<file path="config.mk">
export PLATFORM = sky130hd
export DESIGN_NAME = debounce_scheduler_flat
export DESIGN_NICKNAME = d
export VERILOG_FILES = /design/src/rtl/debounce_pkg.sv /design/src/rtl/debounce_scheduler_if.sv /design/src/rtl/tick_prescaler.sv /design/src/rtl/debounce_scheduler.sv /design/src/flat_wrapper.sv
export SDC_FILE = /design/constraint.sdc
export NUM_CORES = 1
export LEC_CHECK = 0
export CAP_MARGIN = 0
export CORE_UTILIZATION = 53
export CTS_BUF_LIST = sky130_fd_sc_hd__clkbuf_4
export CTS_CLUSTER_DIAMETER = 200
export DETAILED_ROUTE_END_ITERATION = 10
export PLACE_DENSITY = 0.86
export SLEW_MARGIN = 30
export SYNTH_ARGS = -nofsm -noshare
export SYNTH_HDL_FRONTEND = slang
export SYNTH_SLANG_ARGS = --single-unit
</file>
<file path="constraint.sdc">
create_clock -name clock -period 1.9 [get_ports clock]
set_input_delay 0.285 -clock clock [delete_from_list [all_inputs] [get_ports clock]]
set_output_delay 0.285 -clock clock [all_outputs]
set_load 0.005 [all_outputs]
</file>
<file path="src/rtl/debounce_pkg.sv">
// Shared types and sizing helpers for the debounce scheduler and its prescaler.
package debounce_pkg;

  typedef enum logic [0:0] {
    IDLE = 1'b0,
    SCAN = 1'b1
  } scan_state_e;

  localparam int unsigned DEF_NUM_CH       = 4;
  localparam int unsigned DEF_TICK_DIV     = 250000;
  localparam int unsigned DEF_STABLE_TICKS = 4;

  function automatic int unsigned cnt_w(input int unsigned stable_ticks);
    return (stable_ticks < 2) ? 1 : $clog2(stable_ticks);
  endfunction

  function automatic int unsigned idx_w(input int unsigned num_ch);
    return (num_ch < 2) ? 1 : $clog2(num_ch);
  endfunction

endpackage

</file>
<file path="src/rtl/debounce_scheduler_if.sv">
// Pin-side bundle of the debounce scheduler; evt_clear/evt_flags exist only
// when DEBOUNCE_SCHED_EVT_LATCH_EN is defined.
interface debounce_scheduler_if #(
  parameter int unsigned NUM_CH = 4
);
  logic              enable;
  logic [NUM_CH-1:0] raw_in;
  logic [NUM_CH-1:0] level_out;
  logic [NUM_CH-1:0] press_pulse;
  logic [NUM_CH-1:0] release_pulse;
  logic              scan_busy;
`ifdef DEBOUNCE_SCHED_EVT_LATCH_EN
  logic [NUM_CH-1:0] evt_clear;
  logic [NUM_CH-1:0] evt_flags;

  modport master (
    output enable, raw_in, evt_clear,
    input  level_out, press_pulse, release_pulse, scan_busy, evt_flags
  );
  modport slave (
    input  enable, raw_in, evt_clear,
    output level_out, press_pulse, release_pulse, scan_busy, evt_flags
  );
`else
  modport master (
    output enable, raw_in,
    input  level_out, press_pulse, release_pulse, scan_busy
  );
  modport slave (
    input  enable, raw_in,
    output level_out, press_pulse, release_pulse, scan_busy
  );
`endif
endinterface

</file>
<file path="src/rtl/tick_prescaler.sv">
// Free-running divider producing a one-cycle tick every DIV enabled cycles;
// enable low clears and holds the count.
module tick_prescaler
  import debounce_pkg::*;
#(
  parameter int unsigned DIV = DEF_TICK_DIV
) (
  input  logic clock,
  input  logic reset,
  input  logic enable,
  output logic tick
);

  localparam int unsigned W = (DIV < 2) ? 1 : $clog2(DIV);
  localparam logic [W-1:0] LAST = W'(DIV - 1);

  logic [W-1:0] cnt_q, cnt_d;
  logic         tick_q, tick_d;

  always_comb begin
    cnt_d  = '0;
    tick_d = 1'b0;
    if (enable) begin
      if (cnt_q == LAST) begin
        cnt_d  = '0;
        tick_d = 1'b1;
      end else begin
        cnt_d = cnt_q + W'(1);
      end
    end
  end

  always_ff @(posedge clock or posedge reset) begin
    if (reset) begin
      cnt_q  <= '0;
      tick_q <= 1'b0;
    end else begin
      cnt_q  <= cnt_d;
      tick_q <= tick_d;
    end
  end

  // A strobe registered on the last enabled cycle is dropped if enable falls.
  assign tick = tick_q & enable;

endmodule

</file>
<file path="src/rtl/debounce_scheduler.sv">
// Round-robin debouncer: one prescaled tick scans every channel through a shared
// compare/update path. Optional event latch: DEBOUNCE_SCHED_EVT_LATCH_EN.
module debounce_scheduler
  import debounce_pkg::*;
#(
  parameter int unsigned NUM_CH       = DEF_NUM_CH,
  parameter int unsigned TICK_DIV     = DEF_TICK_DIV,
  parameter int unsigned STABLE_TICKS = DEF_STABLE_TICKS
) (
  input logic                  clock,
  input logic                  reset,
  debounce_scheduler_if.slave  bus
);

  localparam int unsigned CNT_W = cnt_w(STABLE_TICKS);
  localparam int unsigned IDX_W = idx_w(NUM_CH);
  localparam logic [CNT_W-1:0] CNT_LAST = CNT_W'(STABLE_TICKS - 1);
  localparam logic [IDX_W-1:0] IDX_LAST = IDX_W'(NUM_CH - 1);

  if (TICK_DIV < NUM_CH + 2) begin : g_bad_tick_div
    $error("debounce_scheduler: TICK_DIV must be at least NUM_CH+2");
  end
  if (STABLE_TICKS < 2 || STABLE_TICKS > 15) begin : g_bad_stable
    $error("debounce_scheduler: STABLE_TICKS must be within 2..15");
  end

  logic                         tick;
  logic [NUM_CH-1:0]            sync1_q, sync1_d;
  logic [NUM_CH-1:0]            sync_in_q, sync_in_d;
  scan_state_e                  state_q, state_d;
  logic [IDX_W-1:0]             ch_idx_q, ch_idx_d;
  logic [NUM_CH-1:0][CNT_W-1:0] cnt_q, cnt_d;
  logic [NUM_CH-1:0]            level_q, level_d;
  logic [NUM_CH-1:0]            press_q, press_d;
  logic [NUM_CH-1:0]            release_q, release_d;

  tick_prescaler #(
    .DIV (TICK_DIV)
  ) u_prescaler (
    .clock  (clock),
    .reset  (reset),
    .enable (bus.enable),
    .tick   (tick)
  );

  always_comb begin
    sync1_d   = bus.raw_in;
    sync_in_d = sync1_q;
    state_d   = state_q;
    ch_idx_d  = ch_idx_q;
    cnt_d     = cnt_q;
    level_d   = level_q;
    press_d   = '0;
    release_d = '0;
    unique case (state_q)
      IDLE: begin
        if (tick) begin
          state_d  = SCAN;
          ch_idx_d = '0;
        end
      end
      SCAN: begin
        if (sync_in_q[ch_idx_q] == level_q[ch_idx_q]) begin
          cnt_d[ch_idx_q] = '0;
        end else if (cnt_q[ch_idx_q] == CNT_LAST) begin
          cnt_d[ch_idx_q]     = '0;
          level_d[ch_idx_q]   = ~level_q[ch_idx_q];
          press_d[ch_idx_q]   = ~level_q[ch_idx_q];
          release_d[ch_idx_q] = level_q[ch_idx_q];
        end else begin
          cnt_d[ch_idx_q] = cnt_q[ch_idx_q] + CNT_W'(1);
        end
        if (ch_idx_q == IDX_LAST) begin
          state_d  = IDLE;
          ch_idx_d = '0;
        end else begin
          ch_idx_d = ch_idx_q + IDX_W'(1);
        end
      end
      default: state_d = IDLE;
    endcase
  end

  always_ff @(posedge clock or posedge reset) begin
    if (reset) begin
      sync1_q   <= '0;
      sync_in_q <= '0;
      state_q   <= IDLE;
      ch_idx_q  <= '0;
      cnt_q     <= '0;
      level_q   <= '0;
      press_q   <= '0;
      release_q <= '0;
    end else begin
      sync1_q   <= sync1_d;
      sync_in_q <= sync_in_d;
      state_q   <= state_d;
      ch_idx_q  <= ch_idx_d;
      cnt_q     <= cnt_d;
      level_q   <= level_d;
      press_q   <= press_d;
      release_q <= release_d;
    end
  end

  assign bus.level_out     = level_q;
  assign bus.press_pulse   = press_q;
  assign bus.release_pulse = release_q;
  assign bus.scan_busy     = (state_q == SCAN);

`ifdef DEBOUNCE_SCHED_EVT_LATCH_EN
  logic [NUM_CH-1:0] evt_flags_q, evt_flags_d;

  // Set term is OR-ed last so a coincident clear loses.
  always_comb begin
    evt_flags_d = (evt_flags_q & ~bus.evt_clear) | press_q | release_q;
  end

  always_ff @(posedge clock or posedge reset) begin
    if (reset) begin
      evt_flags_q <= '0;
    end else begin
      evt_flags_q <= evt_flags_d;
    end
  end

  assign bus.evt_flags = evt_flags_q;
`endif

endmodule

</file>
<file path="src/flat_wrapper.sv">
// flat-port wrapper written by rule: the top's interface ports become plain ports
module debounce_scheduler_flat import debounce_pkg::*;
#(
  parameter int unsigned NUM_CH       = DEF_NUM_CH,
  parameter int unsigned TICK_DIV     = DEF_TICK_DIV,
  parameter int unsigned STABLE_TICKS = DEF_STABLE_TICKS
)
  (clock, reset, bus_enable, bus_raw_in, bus_level_out, bus_press_pulse, bus_release_pulse, bus_scan_busy);
  debounce_scheduler_if #(.NUM_CH(NUM_CH)) bus_i ();
  input logic clock;
  input logic reset;
  input wire logic [$bits(bus_i.enable)-1:0] bus_enable;
  input wire logic [$bits(bus_i.raw_in)-1:0] bus_raw_in;
  output wire logic [$bits(bus_i.level_out)-1:0] bus_level_out;
  output wire logic [$bits(bus_i.press_pulse)-1:0] bus_press_pulse;
  output wire logic [$bits(bus_i.release_pulse)-1:0] bus_release_pulse;
  output wire logic [$bits(bus_i.scan_busy)-1:0] bus_scan_busy;
  assign bus_i.enable = bus_enable;
  assign bus_i.raw_in = bus_raw_in;
  assign bus_level_out = bus_i.level_out;
  assign bus_press_pulse = bus_i.press_pulse;
  assign bus_release_pulse = bus_i.release_pulse;
  assign bus_scan_busy = bus_i.scan_busy;
  debounce_scheduler #(.NUM_CH(NUM_CH), .TICK_DIV(TICK_DIV), .STABLE_TICKS(STABLE_TICKS)) u_core (.clock(clock), .reset(reset), .bus(bus_i));
endmodule
</file>
==> impl_metrics.env, run 1 <==
export IMPL_fin_ws_ps=-84.8
export IMPL_violations="DRC, setup timing"
export IMPL_die_height_um=66.4
export IMPL_regArea_sq_um=1250
export IMPL_grt_setup_unrepaired="true"
export IMPL_fmax_ghz=0.504
export IMPL_hold_class="input port to asynchronous set/reset pin"
export IMPL_grt_start_max_net_pins=51
export IMPL_arrival_ps=2250
export IMPL_fin_nets=251
export IMPL_wl_um=4130
export IMPL_ys_types=32
export IMPL_layout_drive_gt1_share=0.251
export IMPL_hold_violations=0
export IMPL_clockBufferDepth=2
export IMPL_die_area_sq_um=4410
export IMPL_grt_pass1_wl_um=7070
export IMPL_fin_skew_ps=16.2
export IMPL_chipWidth_um=66.4
export IMPL_fin_crit_sh=1.04
export IMPL_vdd_drop_max_v=0.000533
export IMPL_clk_pin_slew_ps=140
export IMPL_coreArea_sq_um=4000
export IMPL_mostFrequentLayoutCells="dfrtp_1 (49), buf_4 (23), clkdlybuf4s50_1 (19)"
export IMPL_start_util=0.549
export IMPL_fin_crit_ps=1980
export IMPL_finalSetupViolCount=17
export IMPL_maxCapViolations=0
export IMPL_crit_fanout=14
export IMPL_rows=23
export IMPL_cts_tree="done"
export IMPL_syn2layout_area_growth_pct=26.5
export IMPL_grt_usage=0.222
export IMPL_ys_ff_latch=50
export IMPL_power_leakage_nw=1.22
export IMPL_wl_per_cell_um=14.3
export IMPL_num_io_pins=20
export IMPL_crit_required_ps=2160
export IMPL_yosysWarningCount=0
export IMPL_drc=2
export IMPL_dpl_hpwl_um=2910
export IMPL_grt_pass1_vias=1502
export IMPL_slew_limit_headroom=0.788
export IMPL_slew_violations=0
export IMPL_power_density_nw_per_um2=639
export IMPL_multi_input_area_sq_um=918
export IMPL_layout_commonest_cell="dfrtp_1"
export IMPL_cts_buffers=5
export IMPL_first_pass_iters=7
export IMPL_clock_sinks=50
export IMPL_fin_util=0.695
export IMPL_ant_nets=0
export IMPL_power_w=0.00177
export IMPL_outcome="finished, violations left"
export IMPL_synth_cells=190
export IMPL_fillers=266
export IMPL_antenna_found_initial=0
export IMPL_avgViaCountPerCell=5.45
export IMPL_end_kind="flip-flop"
export IMPL_synthesis_area_sq_um=2200
export IMPL_vias=1574
export IMPL_synth_nets=203
export IMPL_critPathKind="flip-flop to flip-flop"
export IMPL_cts_hold_buffers=0
export IMPL_port_buffers=19
export IMPL_n_antenna_cell=0
export IMPL_clk_latency_ps=370
export IMPL_routabilityCongestion=0.873
export IMPL_cts_htree_levels=2
export IMPL_grt_overflow=0
export IMPL_drt_iter0_drc=107
export IMPL_root_buffer="clkbuf_4"
export IMPL_syn_area_per_cell_sq_um=11.6
export IMPL_start_kind="flip-flop"
export IMPL_synth_yosys_seq_area_share=0.569
export IMPL_pre_cts_slack_ps=-137
export IMPL_tightest_slew_ps=315
==> synthesized netlist by cell type <==
library cell	instances	area share
a21oi_1	9	0.020
a41oi_1	1	0.0040
and3_1	6	0.017
buf_2	1	0.0023
buf_6	1	0.0051
clkbuf_1	2	0.0034
dfrtp_1	50	0.57
ha_1	6	0.034
inv_1	13	0.022
mux2_2	8	0.041
mux4_2	4	0.041
nand2_1	11	0.019
nand3_1	8	0.018
nand3b_1	2	0.0068
nand4_1	3	0.0085
nor2_1	17	0.029
nor3_1	9	0.020
nor3b_1	1	0.0034
nor4_1	3	0.0085
o21ai_0	8	0.018
o21ai_4	1	0.0074
o31ai_1	2	0.0068
o41ai_1	1	0.0040
or2_0	1	0.0028
or2_2	1	0.0028
or2b_2	1	0.0040
or3b_2	1	0.0040
or4_1	3	0.010
or4_4	1	0.0051
or4b_1	1	0.0046
xnor2_1	11	0.044
xor2_1	3	0.012
==> through the flow <==
step           TNS [ps]  cells  area, sq um  hold slack [ps]
2_1_floorplan      -416    190         2200              316
6_report          -1140    289         2780              242
5_1_grt           -2280    289         2780              273
4_1_cts           -1330    291         2770              255
3_3_place_gp       -413    281         2650              332
3_5_place_dp      -1420    281         2650              336
==> metal layers <==
layer  GRT usage  wire [um]  share of wire  up-vias
met4       0.128        108          0.026        0
met2       0.314       1900           0.46       53
met5           0          0              0        -
li1            -          -              -      762
met1       0.309       1910           0.46      748
met3      0.0552        207          0.050       11
==> logic make-up (layout without fill, tap and decap cells) <==
kind of cell / count (synthesis) / after routing / synth area share
AOI/OAI and AO/OA: 22 / 22 / 0.0609
xor gates and xnor gates: 14 / 14 / 0.0558
adders and majority gates: 6 / 6 / 0.0342
buffers and inverters: 17 / 66 / 0.0330
DFF: 50 / 50 / 0.569
muxes: 12 / 12 / 0.0820
and+or+nand+nor: 69 / 69 / 0.165
==> critical path, stage by stage, from the launching register on <==
cell and delay, ps:
dfrtp_1 400, or4b_1 520, or4_4 560, o21ai_4 180
buf_12 160, nor2_1 50
==> where the power goes <==
part / total [W] / internal [W] / switching (W)
sequential: 0.00109 / 0.00108 / 0.00000817
combinational: 0.0000734 / 0.0000336 / 0.0000399
clock: 0.000615 / 0.000292 / 0.000323
total: 0.00177 / 0.00140 / 0.000371
==> area by class of cell <==
| class | count | area share |
|---|---|---|
| clock inverters | 2 | 0.0135 |
| clock buffers | 6 | 0.0162 |
| repair buffers | 45 | 0.149 |
| flip-flops and latches | 50 | 0.451 |
| well taps | 50 | 0.0225 |
| inverters | 13 | 0.0176 |
| multi-input cells | 123 | 0.330 |
==> sequential cells by signal, indices dropped and copies added, names as in the netlist <==
name / count
u_core.bus.level_out: 4
u_core.cnt_q: 8
u_core.bus.release_pulse: 4
u_core.bus.scan_busy: 1
u_core.sync1_q: 4
u_core.u_prescaler.cnt_q: 18
u_core.sync_in_q: 4
u_core.u_prescaler.tick_q: 1
u_core.bus.press_pulse: 4
u_core.ch_idx_q: 2
==> worst paths after layout <==
kind                                                             from  depth (start not counted)  slack, ps                                      to
min in group clock                                      bus_raw_in[0]                          1        340             u_core.sync1_q[0]$_DFF_PP0_
max in group asynchronous                                       reset                          3       1410          u_core.ch_idx_q[0]$_DFFE_PP0P_
worst min-delay path                                            reset                          3        240  u_core.u_prescaler.cnt_q[15]$_DFF_PP0_
worst max register to register  u_core.u_prescaler.cnt_q[6]$_DFF_PP0_                          5        -80   u_core.u_prescaler.cnt_q[7]$_DFF_PP0_
worst min register to register            u_core.sync1_q[2]$_DFF_PP0_                          0        360           u_core.sync_in_q[2]$_DFF_PP0_
worst max-delay path            u_core.u_prescaler.cnt_q[6]$_DFF_PP0_                          5        -80   u_core.u_prescaler.cnt_q[7]$_DFF_PP0_
==> repair_timing <==
item,CTS,global route
resized for setup,3,7
buffers inserted,2,0
pin swaps,1,3
setup endpoints to repair,32,25
Note: power is estimated with default switching activity, not from simulation.
==> inputs of run 2 (changes only) <==
--- a/config.mk
+++ b/config.mk
@@ -11,6 +11,7 @@
 export CTS_CLUSTER_DIAMETER = 200
 export DETAILED_ROUTE_END_ITERATION = 10
 export PLACE_DENSITY = 0.86
+export RECOVER_POWER = 25
 export SLEW_MARGIN = 30
 export SYNTH_ARGS = -nofsm -noshare
 export SYNTH_HDL_FRONTEND = slang
==> run 2 against run 1 <==
  * Largest cell class unchanged
  * The run still ends with DRC, setup timing left
  * Fmax is 0.41% lower
  * Non-clock buffer count stayed put
  * Via count is 0.70% lower
  * Design area is 0.54% lower
==> impl_metrics.env, run 2 (synthesized netlist as in run 1, its figures left out) <==
export IMPL_p_sw_frac=0.211
export IMPL_power_leakage_nw=1.22
export IMPL_fin_setup_tns_ps=-1220
export IMPL_finalSetupViolCount=17
export IMPL_hold_class="flip-flop to flip-flop"
export IMPL_die_height_um=66.4
export IMPL_end_kind="flip-flop"
export IMPL_largestRegisters="u_core.u_prescaler.cnt_q: 18 flops, u_core.cnt_q: 8 flops"
export IMPL_final_cells=289
export IMPL_p_int_w=0.00140
export IMPL_critPathSlowestCell="or4_4"
export IMPL_p_sw_w=0.000374
export IMPL_avgViaCountPerCell=5.41
export IMPL_mostFrequentLayoutCells="dfrtp_1 (49), buf_4 (23), nor2_1 (17)"
export IMPL_die_area_sq_um=4410
export IMPL_power_frac_comb=0.038
export IMPL_cts_tree="done"
export IMPL_crit_chain="or4b_1, or4_4, o21ai_4, buf_12, nor2_1"
export IMPL_drt_iter0_drc=107
export IMPL_clk_latency_ps=380
export IMPL_path_buf_inv=1
export IMPL_dpl_cell_count=281
export IMPL_rrSetupSlack_ps=-90
export IMPL_arrival_ps=2250
export IMPL_grt_setup_unrepaired="true"
export IMPL_critPathKind="flip-flop to flip-flop"
export IMPL_grt_start_max_net_pins=51
export IMPL_port_buffers=19
export IMPL_wl_um=4130
export IMPL_drc=2
export IMPL_chipWidth_um=66.4
export IMPL_first_pass_iters=7
export IMPL_pwr_share_seq=0.613
export IMPL_crit_fanout=14
export IMPL_fin_skew_ps=19.2
export IMPL_start_util=0.549
export IMPL_tightest_slew_ps=1180
export IMPL_cts_htree_levels=2
export IMPL_setup_worst_path_start="u_core.u_prescaler.cnt_q[6]$_DFF_PP0_"
export IMPL_r2r_start="u_core.u_prescaler.cnt_q[6]$_DFF_PP0_"
export IMPL_violations="DRC, setup timing"
export IMPL_routabilityCongestion=0.873
export IMPL_fin_ws_ps=-92.9
export IMPL_slew_violations=0
export IMPL_grt_pass1_vias=1502
export IMPL_wl_per_cell_um=14.3
export IMPL_syn2layout_area_growth_pct=25.8
export IMPL_reg2reg_to="u_core.u_prescaler.cnt_q[7]$_DFF_PP0_"
export IMPL_ff2ff_path_depth=5
export IMPL_dpl_hpwl_um=2910
export IMPL_fmax_ghz=0.502
export IMPL_maxCapViolations=0
export IMPL_slew_limit_headroom=0.217
export IMPL_outcome="finished, violations left"
export IMPL_layout_drive_gt1_share=0.247
export IMPL_clock_sinks=50
export IMPL_ant_nets=0
export IMPL_fin_nets=251
export IMPL_num_io_pins=20
export IMPL_crit_family="simple AND/OR/NAND/NOR gates"
export IMPL_coreArea_sq_um=4000
export IMPL_grt_overflow=0
export IMPL_top_register="u_core.u_prescaler.cnt_q"
export IMPL_cts_hold_buffers=0
export IMPL_largest_reg_flops=18
export IMPL_cts_buffers=5
export IMPL_cp_depth=5
export IMPL_fin_crit_sh=1.05
export IMPL_vias=1563
export IMPL_antenna_found_initial=0
export IMPL_fin_crit_ps=1990
export IMPL_clockBufferDepth=2
export IMPL_vdd_drop_max_v=0.000533
export IMPL_clk_pin_slew_ps=150
export IMPL_crit_end="u_core.u_prescaler.cnt_q[7]$_DFF_PP0_"
export IMPL_root_buffer="clkbuf_4"
export IMPL_hold_violations=0
export IMPL_grt_pass1_wl_um=7070
export IMPL_crit_required_ps=2160
export IMPL_clkPwrFrac=0.349
export IMPL_power_density_nw_per_um2=641
export IMPL_grt_usage=0.222
export IMPL_start_kind="flip-flop"
export IMPL_layout_commonest_cell="dfrtp_1"
export IMPL_n_antenna_cell=0
export IMPL_rows=23
export IMPL_cpPeakStageDelay_ps=560
-- run 2: cell types whose count changed in the layout (fill, tap and decap cells not counted) --
cell / previous run / this run
clkbuf_2: 0 / 1
buf_12: 2 / 1
dlygate4sd3_1: 0 / 5
clkdlybuf4s50_1: 19 / 14
clkinv_1: 0 / 1
inv_2: 1 / 0
-- run 2: final cells by class --
type	instances	area, sq um
inverters	13	48.8
clock buffers	6	45.0
clock inverters	2	37.5
flip-flops and latches	50	1250
fillers	268	1240
well taps	50	62.6
multi-input cells	123	918
repair buffers	45	399
-- run 2: worst min path at each step --
stage / from / end / cells past startpoint
after floorplan: bus_raw_in[0] / u_core.sync1_q[0]$_DFF_PP0_ / 0
after CTS: reset / u_core.u_prescaler.cnt_q[15]$_DFF_PP0_ / 3
final: u_core.sync1_q[1]$_DFF_PP0_ / u_core.sync_in_q[1]$_DFF_PP0_ / 0
after detailed placement: u_core.sync1_q[2]$_DFF_PP0_ / u_core.sync_in_q[2]$_DFF_PP0_ / 0
after global routing: u_core.sync1_q[2]$_DFF_PP0_ / u_core.sync_in_q[2]$_DFF_PP0_ / 0
after global placement: u_core.sync1_q[2]$_DFF_PP0_ / u_core.sync_in_q[2]$_DFF_PP0_ / 0
-- run 2: power groups by stage --
stage / Combinational [W] / Sequential, W / Clock, W
after global placement: 0.0000719 / 0.00110 / 0
after CTS: 0.0000750 / 0.00109 / 0.000638
after detailed placement: 0.0000742 / 0.00111 / 0
after floorplan: 0.0000367 / 0.00110 / 0
after global routing: 0.0000762 / 0.00109 / 0.000686
final: 0.0000671 / 0.00109 / 0.000619
-- run 2: what timing repair did --
| action | CTS | global route |
|---|---|---|
| pin swaps | 1 | 3 |
| buffers inserted | 2 | 0 |
| gates resized for setup | 3 | 7 |
| gates cloned | 0 | 0 |
| setup endpoints to repair | 32 | 25 |
-- run 2: stage by stage --
| stage | hold WS (ps) | power (W) | cell area [sq um] | setup WS (ps) | util |
|---|---|---|---|---|---|
| 3_5_place_dp | 336 | 0.00118 | 2650 | -137 | 0.662 |
| 4_1_cts | 255 | 0.00180 | 2770 | -97.9 | 0.691 |
| 3_3_place_gp | 332 | 0.00118 | 2650 | -88.1 | 0.662 |
| 2_1_floorplan | 316 | 0.00114 | 2200 | -42.0 | - |
| 5_1_grt | 375 | 0.00185 | 2760 | -153 | 0.691 |
| 6_report | 363 | 0.00177 | 2760 | -92.9 | 0.691 |
-- run 2: routing by layer --
metal,wire length [um],share of wire,up-vias,global-route usage
met5,0,0,-,0
met4,79,0.019,0,0.128
met3,181,0.044,7,0.0552
met2,1940,0.47,43,0.314
met1,1920,0.47,749,0.309
li1,-,-,764,-
-- run 2: worst register-to-register path: stages (launching register included) --
cell and delay, ps:
dfrtp_1 400, or4b_1 520, or4_4 560, o21ai_4 180, buf_12 160, nor2_1 50
==> inputs of run 3 (changes only) <==
--- a/config.mk
+++ b/config.mk
@@ -5,6 +5,7 @@
 export SDC_FILE = /design/constraint.sdc
 export NUM_CORES = 1
 export LEC_CHECK = 0
+export ABC_CLOCK_PERIOD_IN_PS = 1900
 export CAP_MARGIN = 0
 export CORE_UTILIZATION = 53
 export CTS_BUF_LIST = sky130_fd_sc_hd__clkbuf_4
==> results of run 3 <==
Same layout as run 2: the final DEF is identical, and so are final timing and power.
